<file path="src/rtl/imem_fetch_ctrl.sv">
// Instruction memory sequencer: boot-time program loader plus run-time fetch unit
// with branch redirect, decode back-pressure, halt detection and sticky fault.
module imem_fetch_ctrl #(
   parameter int          ADDR_W    = 6,
   parameter logic [31:0] RESET_PC  = 32'h0000_0000,
   parameter logic [31:0] HALT_WORD = 32'hFFFF_FFFF
) (
   input  logic              clk,
   input  logic              reset_n,
   input  logic              load_en,
   input  logic              load_valid,
   input  logic [31:0]       load_data,
   output logic              load_ready,
   output logic [ADDR_W-1:0] imem_a,
   output logic              imem_we,
   output logic [31:0]       imem_wd,
   input  logic [31:0]       imem_rd,
   input  logic              branch_taken,
   input  logic [31:0]       branch_target,
   output logic [31:0]       instr_out,
   output logic [31:0]       pc_out,
   output logic              instr_valid,
   input  logic              instr_ready,
   output logic              halted,
   output logic              fault
);

   // state | meaning
   // IDLE  | one cycle after reset, picks LOAD or RUN from load_en
   // LOAD  | streaming program words into the memory
   // RUN   | fetching one word per cycle towards decode
   // HALT  | halt word fetched, waiting for reset
   // FAULT | bad redirect or fetch beyond memory, waiting for reset
   typedef enum logic [2:0] {
      IDLE  = 3'd0,
      LOAD  = 3'd1,
      RUN   = 3'd2,
      HALT  = 3'd3,
      FAULT = 3'd4
   } state_t;

   localparam logic [ADDR_W:0] PTR_ONE = (ADDR_W+1)'(1);

   state_t          state;
   logic [31:0]     pc;
   logic [ADDR_W:0] load_ptr;
   logic            word_accept;
   logic            target_bad;
   logic            pc_overrun;

   // load_ptr only ever counts up to 2**ADDR_W, so its MSB marks a full memory
   assign load_ready  = (state == LOAD) & ~load_ptr[ADDR_W];
   assign word_accept = load_valid & load_ready;
   assign imem_we     = word_accept;
   assign imem_wd     = load_data;
   assign imem_a      = (state == LOAD) ? load_ptr[ADDR_W-1:0] : pc[ADDR_W+1:2];

   assign target_bad  = (branch_target[1:0] != 2'b00) | (branch_target[31:ADDR_W+2] != '0);
   assign pc_overrun  = (pc[31:ADDR_W+2] != '0);

   always_ff @(posedge clk) begin
      if (!reset_n) begin
         state       <= IDLE;
         pc          <= RESET_PC;
         load_ptr    <= '0;
         instr_out   <= '0;
         pc_out      <= '0;
         instr_valid <= 1'b0;
         halted      <= 1'b0;
         fault       <= 1'b0;
      end else begin
         case (state)
            IDLE: begin
               state <= load_en ? LOAD : RUN;
            end
            LOAD: begin
               if (word_accept) begin
                  load_ptr <= load_ptr + PTR_ONE;
               end
               if (!load_en) begin
                  state    <= RUN;
                  pc       <= RESET_PC;
                  load_ptr <= '0;
               end
            end
            RUN: begin
               if (branch_taken) begin
                  instr_valid <= 1'b0;
                  if (target_bad) begin
                     state <= FAULT;
                     fault <= 1'b1;
                  end else begin
                     pc <= branch_target;
                  end
               end else if (pc_overrun) begin
                  instr_valid <= 1'b0;
                  state       <= FAULT;
                  fault       <= 1'b1;
               end else if (!instr_valid || instr_ready) begin
                  // halt word is swallowed here and never shown to decode
                  if (imem_rd == HALT_WORD) begin
                     instr_valid <= 1'b0;
                     state       <= HALT;
                     halted      <= 1'b1;
                  end else begin
                     instr_out   <= imem_rd;
                     pc_out      <= pc;
                     instr_valid <= 1'b1;
                     pc          <= pc + 32'd4;
                  end
               end
            end
            HALT: begin
               instr_valid <= 1'b0;
            end
            FAULT: begin
               instr_valid <= 1'b0;
            end
            default: begin
               state <= IDLE;
            end
         endcase
      end
   end

endmodule
</file>
<file path="config.mk">
export PLATFORM = sky130hd
export DESIGN_NAME = imem_fetch_ctrl
export DESIGN_NICKNAME = d
export VERILOG_FILES = /design/src/rtl/imem_fetch_ctrl.sv
export SDC_FILE = /design/constraint.sdc
export NUM_CORES = 1
export LEC_CHECK = 0
export BUFFER_PORTS_ARGS = -buffer_cell sky130_fd_sc_hd__buf_2
export CAP_MARGIN = 10
export CELL_PAD_IN_SITES_DETAIL_PLACEMENT = 2
export CELL_PAD_IN_SITES_GLOBAL_PLACEMENT = 2
export CORE_MARGIN = 4
export CORE_UTILIZATION = 27
export DETAILED_ROUTE_END_ITERATION = 6
export GPL_TIMING_DRIVEN = 0
export HOLD_SLACK_MARGIN = 0.03
export PLACE_DENSITY = 0.8
export SYNTH_ARGS = -nofsm -noshare
export SYNTH_HDL_FRONTEND = slang
export SYNTH_SLANG_ARGS = --single-unit
</file>
<file path="constraint.sdc">
create_clock -name clk -period 2.4 [get_ports clk]
set_input_delay 0.36 -clock clk [delete_from_list [all_inputs] [get_ports clk]]
set_output_delay 0.36 -clock clk [all_outputs]
set_load 0.05 [all_outputs]
</file>
==> results of run 1 <==
critical path: cells and delay by family, from the launching register on:
family	cells	cell delay, ns
DFF	1	0.37
buffers and inverters	2	0.43
muxes	1	0.30
and+or+nand+nor	1	0.45
state kept, by name, summed over array words and instances, names as in the netlist:
register and count:
instr_out 32, load_ptr 7, instr_valid 1, pc 32, state 3, fault 1, halted 1, pc_out 32
routing by layer:
layer  vias to the layer above  GRT usage [%]  part of all wire, %
met1                      1930          19.55                   44
li1                       1931              -                    -
met4                         0          5.488                  1.3
met3                        13          3.433                  8.2
met5                         -              0                    0
met2                       163          25.95                   47
cells in the final DEF (no fill, tap or decap), types with 4 or more instances in the layout:
master and count:
o21a_1 6, clkbuf_1 16, and3_1 47, nand4_1 12, clkbuf_16 9, buf_4 32
nand2_1 11, nand3_1 6, a21oi_1 13, nand2b_1 6, buf_6 6, nor2b_1 29
mux2i_1 41, nor4_2 4, mux2_2 6, dfxtp_1 108, o21ai_0 5, a32oi_1 5
nor4_1 9, buf_2 177, nor2_1 38, and2_1 5
cell families after synthesis:
logic type,synth area share (%)
AND/OR/NAND/NOR,24.26
flip-flops,48.12
buffers and inverters,8.499
multiplexers,10.54
AO/OA/AOI/OAI,7.064
XOR/XNOR,0.9660
adder cells (fa/ha/maj),0.5518
power by group:
group	internal (W)	switching [W]
clock	0.00102	0.000690
sequential	0.00184	0.0000252
combinational	0.000212	0.000408
metrics by stage:
step	std cells	power, W
finish	861	0.004196
global route	861	0.004372
CTS	861	0.004246
detailed placement	846	0.002530
global placement	846	0.002511
floorplan	450	0.002331
worst max path at each step:
stage	from	depth (start not counted)	slack, ns	endpoint
3_3_place_gp	branch_target[16]	6	0.17	pc[12]
2_1_floorplan	state[0]	6	0.27	load_ptr[0]
5_1_grt	state[0]	4	0.05	imem_we
3_5_place_dp	branch_target[16]	6	0.18	pc[16]
6_report	state[1]	4	0.15	imem_a[3]
4_1_cts	state[0]	4	0.04	imem_we
cell type report:
type / instances / area [um^2]
multi-input cells: 283 / 1967
repair buffers: 176 / 883.3
fillers: 1836 / 10490
plain buffers: 55 / 374.1
flip-flops and latches: 109 / 2183
inverters: 3 / 11.26
clock inverters: 5 / 108.9
well taps: 220 / 275.3
clock buffers: 10 / 229.0
==> summary.md, run 1 <==
| Metric | Value |
|---|---|
| Dominant synthesized flop cell | `dfxtp_1` |
| Synth area leader | `dfxtp_1` |
| Hold Crit Class | `in2reg` |
| FFs w/ async S/R, synth | `0%` |
| Crit-path max FO | `10` |
| R2r startpoint | `pc[28]` |
| Maximum buffer depth of the clock tree | `2` |
| Most common cell in the netlist | `dfxtp_1` |
| R2r setup slk | `0.20 ns` |
| Post-route worst setup slack | `0.1453 ns` |
| Clock-pin slew on the worst setup and hold paths | `0.07 ns` |
| Share of layout cells above drive strength 1 | `39.00%` |
| Syn Std Cell Area | `0.004534 mm^2` |
| EDFF count, synth | `0` |
| H-tree depth | `3` |
| Arr. time, crit path | `1.89 ns` |
| Initial antenna violation count | `0` |
| Fin Hold WS | `0.2746 ns` |
| Core Util, Final | `approximately 37%` |
| CP most frequent cell | `buf_2` |
| Final hold viol count | `0` |
| Synthesis-stage register bit count | `109` |
| Post-Route WL | `15050 um` |
| Top cell type's share of synthesized area | `48.12%` |
| Sequential element share of the synthesized area | `48.12%` |
| Hold buffer count at cts | `0` |
| I/O Buffers | `approximately 180` |
| Initial Utilization | `27.44%` |
| # nets final | `741` |
| Final period util | `93.95%` |
| Worst setup EP type | `primary output` |
| Max-slew violations | `0` |
| Worst Path Required | `2.04 ns` |
| Routed vias | `4037` |
| GRT Total Usage | `about 15%` |
| Crit path time final | `roughly 2.3 ns` |
| # DRC | `0` |
| Detailed Place HPWL | `11970 um` |
| Finish-stage setup viols | `0` |
| Hold Path Depth | `3` |
| Critical Path Source Type | `flip-flop` |
| Post-CTS setup buffers | `0` |
| Drt initial violations | `204` |
| Status | `finished clean` |
| CP max-delay cell | `or3b_1` |
| Synth cell count leaders | `109 x dfxtp_1, 47 x and3_1, 41 x mux2i_1` |
| Num Clock Sinks | `between 100 and 150` |
| Post-synthesis cell count | `450` |
| WL/cell | `roughly 17 um` |
| Worst path max stage delay | `0.45 ns` |
| Site row count | `47` |
| Unique masters post-synth | `between 50 and 60` |
| Die Wd | `between 100 and 150 um` |
| CTS buffer count | `9` |
| Core area | `around 0.017 mm^2` |
| Detail Route Antenna Nets | `0` |
| YS warnings | `0` |
| Max Cap Viol | `0` |
| Peak VDD IR | `0.0003651 V` |
| RR Endpoint | `pc[4]` |
| Avg Cell Area, Syn | `10.08 um^2` |
| Worst R2R Path Depth | `6` |
| Hold path endpoint | `instr_out[23]` |
| RSZ-0062 raised after global routing | `false` |
| DR vias/cell | `4.689` |
| Root buf cell | `clkbuf_16` |
| LEAKAGE | `3.118 nW` |
| Synth-to-Final Area Change | `33.03%` |
| Worst slack, placed | `0.1765 ns` |
| Worst-Margin Slew | `roughly 0.66 ns` |
| Vias in the first global route | `about 4200` |
| First drt pass iteration count | `4` |
| Largest net degree at the start of global routing | `18` |
| Vert. Die Dim | `137.6 um` |
| Ant diodes | `0` |
| Cell area after layout | `0.006032 mm^2` |
| Rel. slew slack | `a little under three fifths` |
| Setup TNS Final | `0 ns` |
| Clock latency on the worst-skew pair | `0.35 ns` |
| Global-route wire length before repair | `roughly 23000 um` |
| Critical path cell sequence | `or3b_1 -> buf_2 -> mux2_2 -> buf_2` |
| Syn nets | `554` |
| Max Fclk | `443.5 MHz` |
| Post-DP Area | `0.005690 mm^2` |
| DIE AREA | `0.01893 mm^2` |
| Main area contributors after synthesis | `dfxtp_1 48%, mux2i_1 9.1%, and3_1 6.5%` |
| Min-delay src | `imem_rd[23]` |
| Remaining Overflow, GRT | `0` |
| I/O pin count | `between 200 and 250` |
| Pwr/cell area | `695.6 mW/mm^2` |
| Routability cong. | `roughly 0.76` |
| Worst Skew | `0.01063 ns` |
| TritonCTS clock tree | `yes` |
| Post_cts resized | `0` |
| Critical path class | `reg2out` |
Power figures use the tool's default switching activity.
==> run 2, diff against run 1 <==
--- a/config.mk
+++ b/config.mk
@@ -12,7 +12,6 @@
 export CORE_MARGIN = 4
 export CORE_UTILIZATION = 27
 export DETAILED_ROUTE_END_ITERATION = 6
-export GPL_TIMING_DRIVEN = 0
 export HOLD_SLACK_MARGIN = 0.03
 export PLACE_DENSITY = 0.8
 export SYNTH_ARGS = -nofsm -noshare
==> summary.md, run 2 (synthesis gave the netlist of run 1 again) <==
| Metric | Value |
|---|---|
| Status | `finished clean` |
| Die Wd | `between 100 and 150 um` |
| Commonest cells after routing, fill and taps aside | `144 x buf_2, 109 x dfxtp_1, 47 x and3_1, 41 x mux2i_1, 38 x nor2_1` |
| Hold path endpoint | `instr_out[27]` |
| Ant diodes | `0` |
| Most common cell after layout, fill and taps aside | `buf_2` |
| WL/cell | `17.86 um` |
| R2r setup slk | `0.23 ns` |
| Routability cong. | `0.7841` |
| CP max-delay cell | `or3b_4` |
| Share of layout cells above drive strength 1 | `33.63%` |
| Critical Path Source Type | `flip-flop` |
| Site row count | `47` |
| Setup TNS Final | `0 ns` |
| LEAKAGE | `2.833 nW` |
| I/O pin count | `209` |
| RR Endpoint | `instr_out[14]` |
| DR vias/cell | `4.806` |
| Worst-Margin Slew | `0.6430 ns` |
| # nets final | `664` |
| Initial antenna violation count | `0` |
| R2r startpoint | `pc[17]` |
| First drt pass iteration count | `4` |
| Pwr/cell area | `684.2 mW/mm^2` |
| Routed vias | `3773` |
| Largest regs | `instr_out x32, pc x32, pc_out x32` |
| Min-delay src | `imem_rd[27]` |
| Final total power | `roughly 0.0038 W` |
| CTS buffer count | `9` |
| I/O Buffers | `144` |
| Root buf cell | `clkbuf_16` |
| Crit path time final | `2.238 ns` |
| Met3 global-route usage | `between 3 and 4%` |
| Final period util | `93.25%` |
| Post-DP Area | `about 0.0053 mm^2` |
| Cell area after layout | `0.005584 mm^2` |
| Post-CTS setup buffers | `0` |
| M1 GR Usage | `18.27%` |
| Largest net degree at the start of global routing | `39` |
| Max-slew violations | `0` |
| Remaining Overflow, GRT | `0` |
| Hold buffer count at cts | `0` |
| # DRC | `0` |
| TritonCTS clock tree | `yes` |
| Synth-to-Final Area Change | `23.15%` |
| Clock-pin slew on the worst setup and hold paths | `0.07 ns` |
| Hold Crit Class | `in2reg` |
| Top Usage Layer GRT | `met2` |
| Worst path bufs/invs | `1` |
| Peak VDD IR | `around 0.00033 V` |
| Detailed Place HPWL | `roughly 11000 um` |
| Core Util, Final | `between 30 and 40%` |
| Post-Route WL | `14020 um` |
| Global-route wire length before repair | `~22000 um` |
| Num Clock Sinks | `109` |
| Worst slack, placed | `0.03651 ns` |
| Crit-path max FO | `12` |
| Finish-stage setup viols | `0` |
| Detail Route Antenna Nets | `0` |
| Core area | `0.01652 mm^2` |
| Hold Path Depth | `3` |
| Arr. time, crit path | `1.88 ns` |
| Max Cap Viol | `0` |
| GRT met2 Usage | `24.62%` |
| Worst R2R Path Depth | `7` |
| GRT Total Usage | `14.62%` |
| Max Fclk | `446.8 MHz` |
| Initial Utilization | `27.44%` |
| DIE AREA | `between 0.015 and 0.02 mm^2` |
| H-tree depth | `3` |
| Critical path class | `reg2out` |
| Worst path max stage delay | `0.52 ns` |
| Vert. Die Dim | `between 100 and 150 um` |
| Drt initial violations | `approximately 150` |
| Crit path max-delay family | `simple AND/OR/NAND/NOR gates` |
| Post-route worst setup slack | `0.1621 ns` |
| Final hold viol count | `0` |
| Worst setup EP type | `primary output` |
| RSZ-0062 raised after global routing | `false` |
| Clock latency on the worst-skew pair | `0.35 ns` |
| Worst Skew | `0.006835 ns` |
| Critical path cell sequence | `or3b_4 -> mux2_2 -> buf_2` |
| Maximum buffer depth of the clock tree | `2` |
| Rel. slew slack | `57.13%` |
| Worst Path Required | `2.04 ns` |
| Vias in the first global route | `4110` |
## run 2: cell types whose count changed in the layout (fill, tap and decap cells not counted), moves of 2 or more
cell / previous run / this run
buf_12: 0 / 3
clkbuf_1: 16 / 1
buf_6: 6 / 0
buf_4: 32 / 7
buf_2: 177 / 144
bufinv_16: 3 / 1
## run 2: worst max-delay path by stage
stage,start,end,slack (ns),cells after the start
after floorplan,state[0],load_ptr[0],0.27,6
after global placement,branch_target[16],pc[12],0.1,6
after detailed placement,branch_target[16],pc[10],0.04,6
after CTS,state[0],imem_a[5],0.12,3
after global routing,pc[18],pc[6],0.05,6
final,state[0],imem_a[5],0.16,3
## run 2: layout make-up
class                           count  area [um^2]
Clock buffer                       10        229.0
Clock inverter                      6        71.32
Fill cell                        1824        10940
Inverter                            3        11.26
Multi-Input combinational cell    283         1982
Sequential cell                   109         2182
Tap cell                          220        275.3
Timing Repair Buffer              154        833.3
## run 2: where the power goes
part / switching (W) / internal (W) / leakage, nW
clock: 0.000691 / 0.000822 / 0.145
sequential: 0.0000253 / 0.00184 / 0.880
combinational: 0.000285 / 0.000160 / 1.81
total: 0.00100 / 0.00282 / 2.83
## run 2: through the flow
stage | cells | hold slack [ns]
floorplan | 450 | 0.4506
global placement | 769 | 0.4507
detailed placement | 769 | 0.4536
CTS | 785 | 0.2479
global route | 785 | 0.2648
finish | 785 | 0.2637
## run 2: layer usage
layer,share of wire [%],vias to the layer above
li1,-,1778
met1,44,1839
met2,48,128
met3,6.4,28
met4,1.7,0
met5,0,-
## run 2: what timing repair did
action / CTS / global route
gates resized for setup: 1 / 0
setup endpoints to repair: 7 / 0
endpoints found under the hold margin: 0 / 0
## run 2: worst reg2reg max path: stages, from the launching register on
cell     delay, ns
dfxtp_1       0.32
nor4_1        0.49
nand2_1       0.22
nor3_4        0.31
nand3_4       0.25
buf_12        0.24
mux2i_1       0.18
nor2b_1       0.07
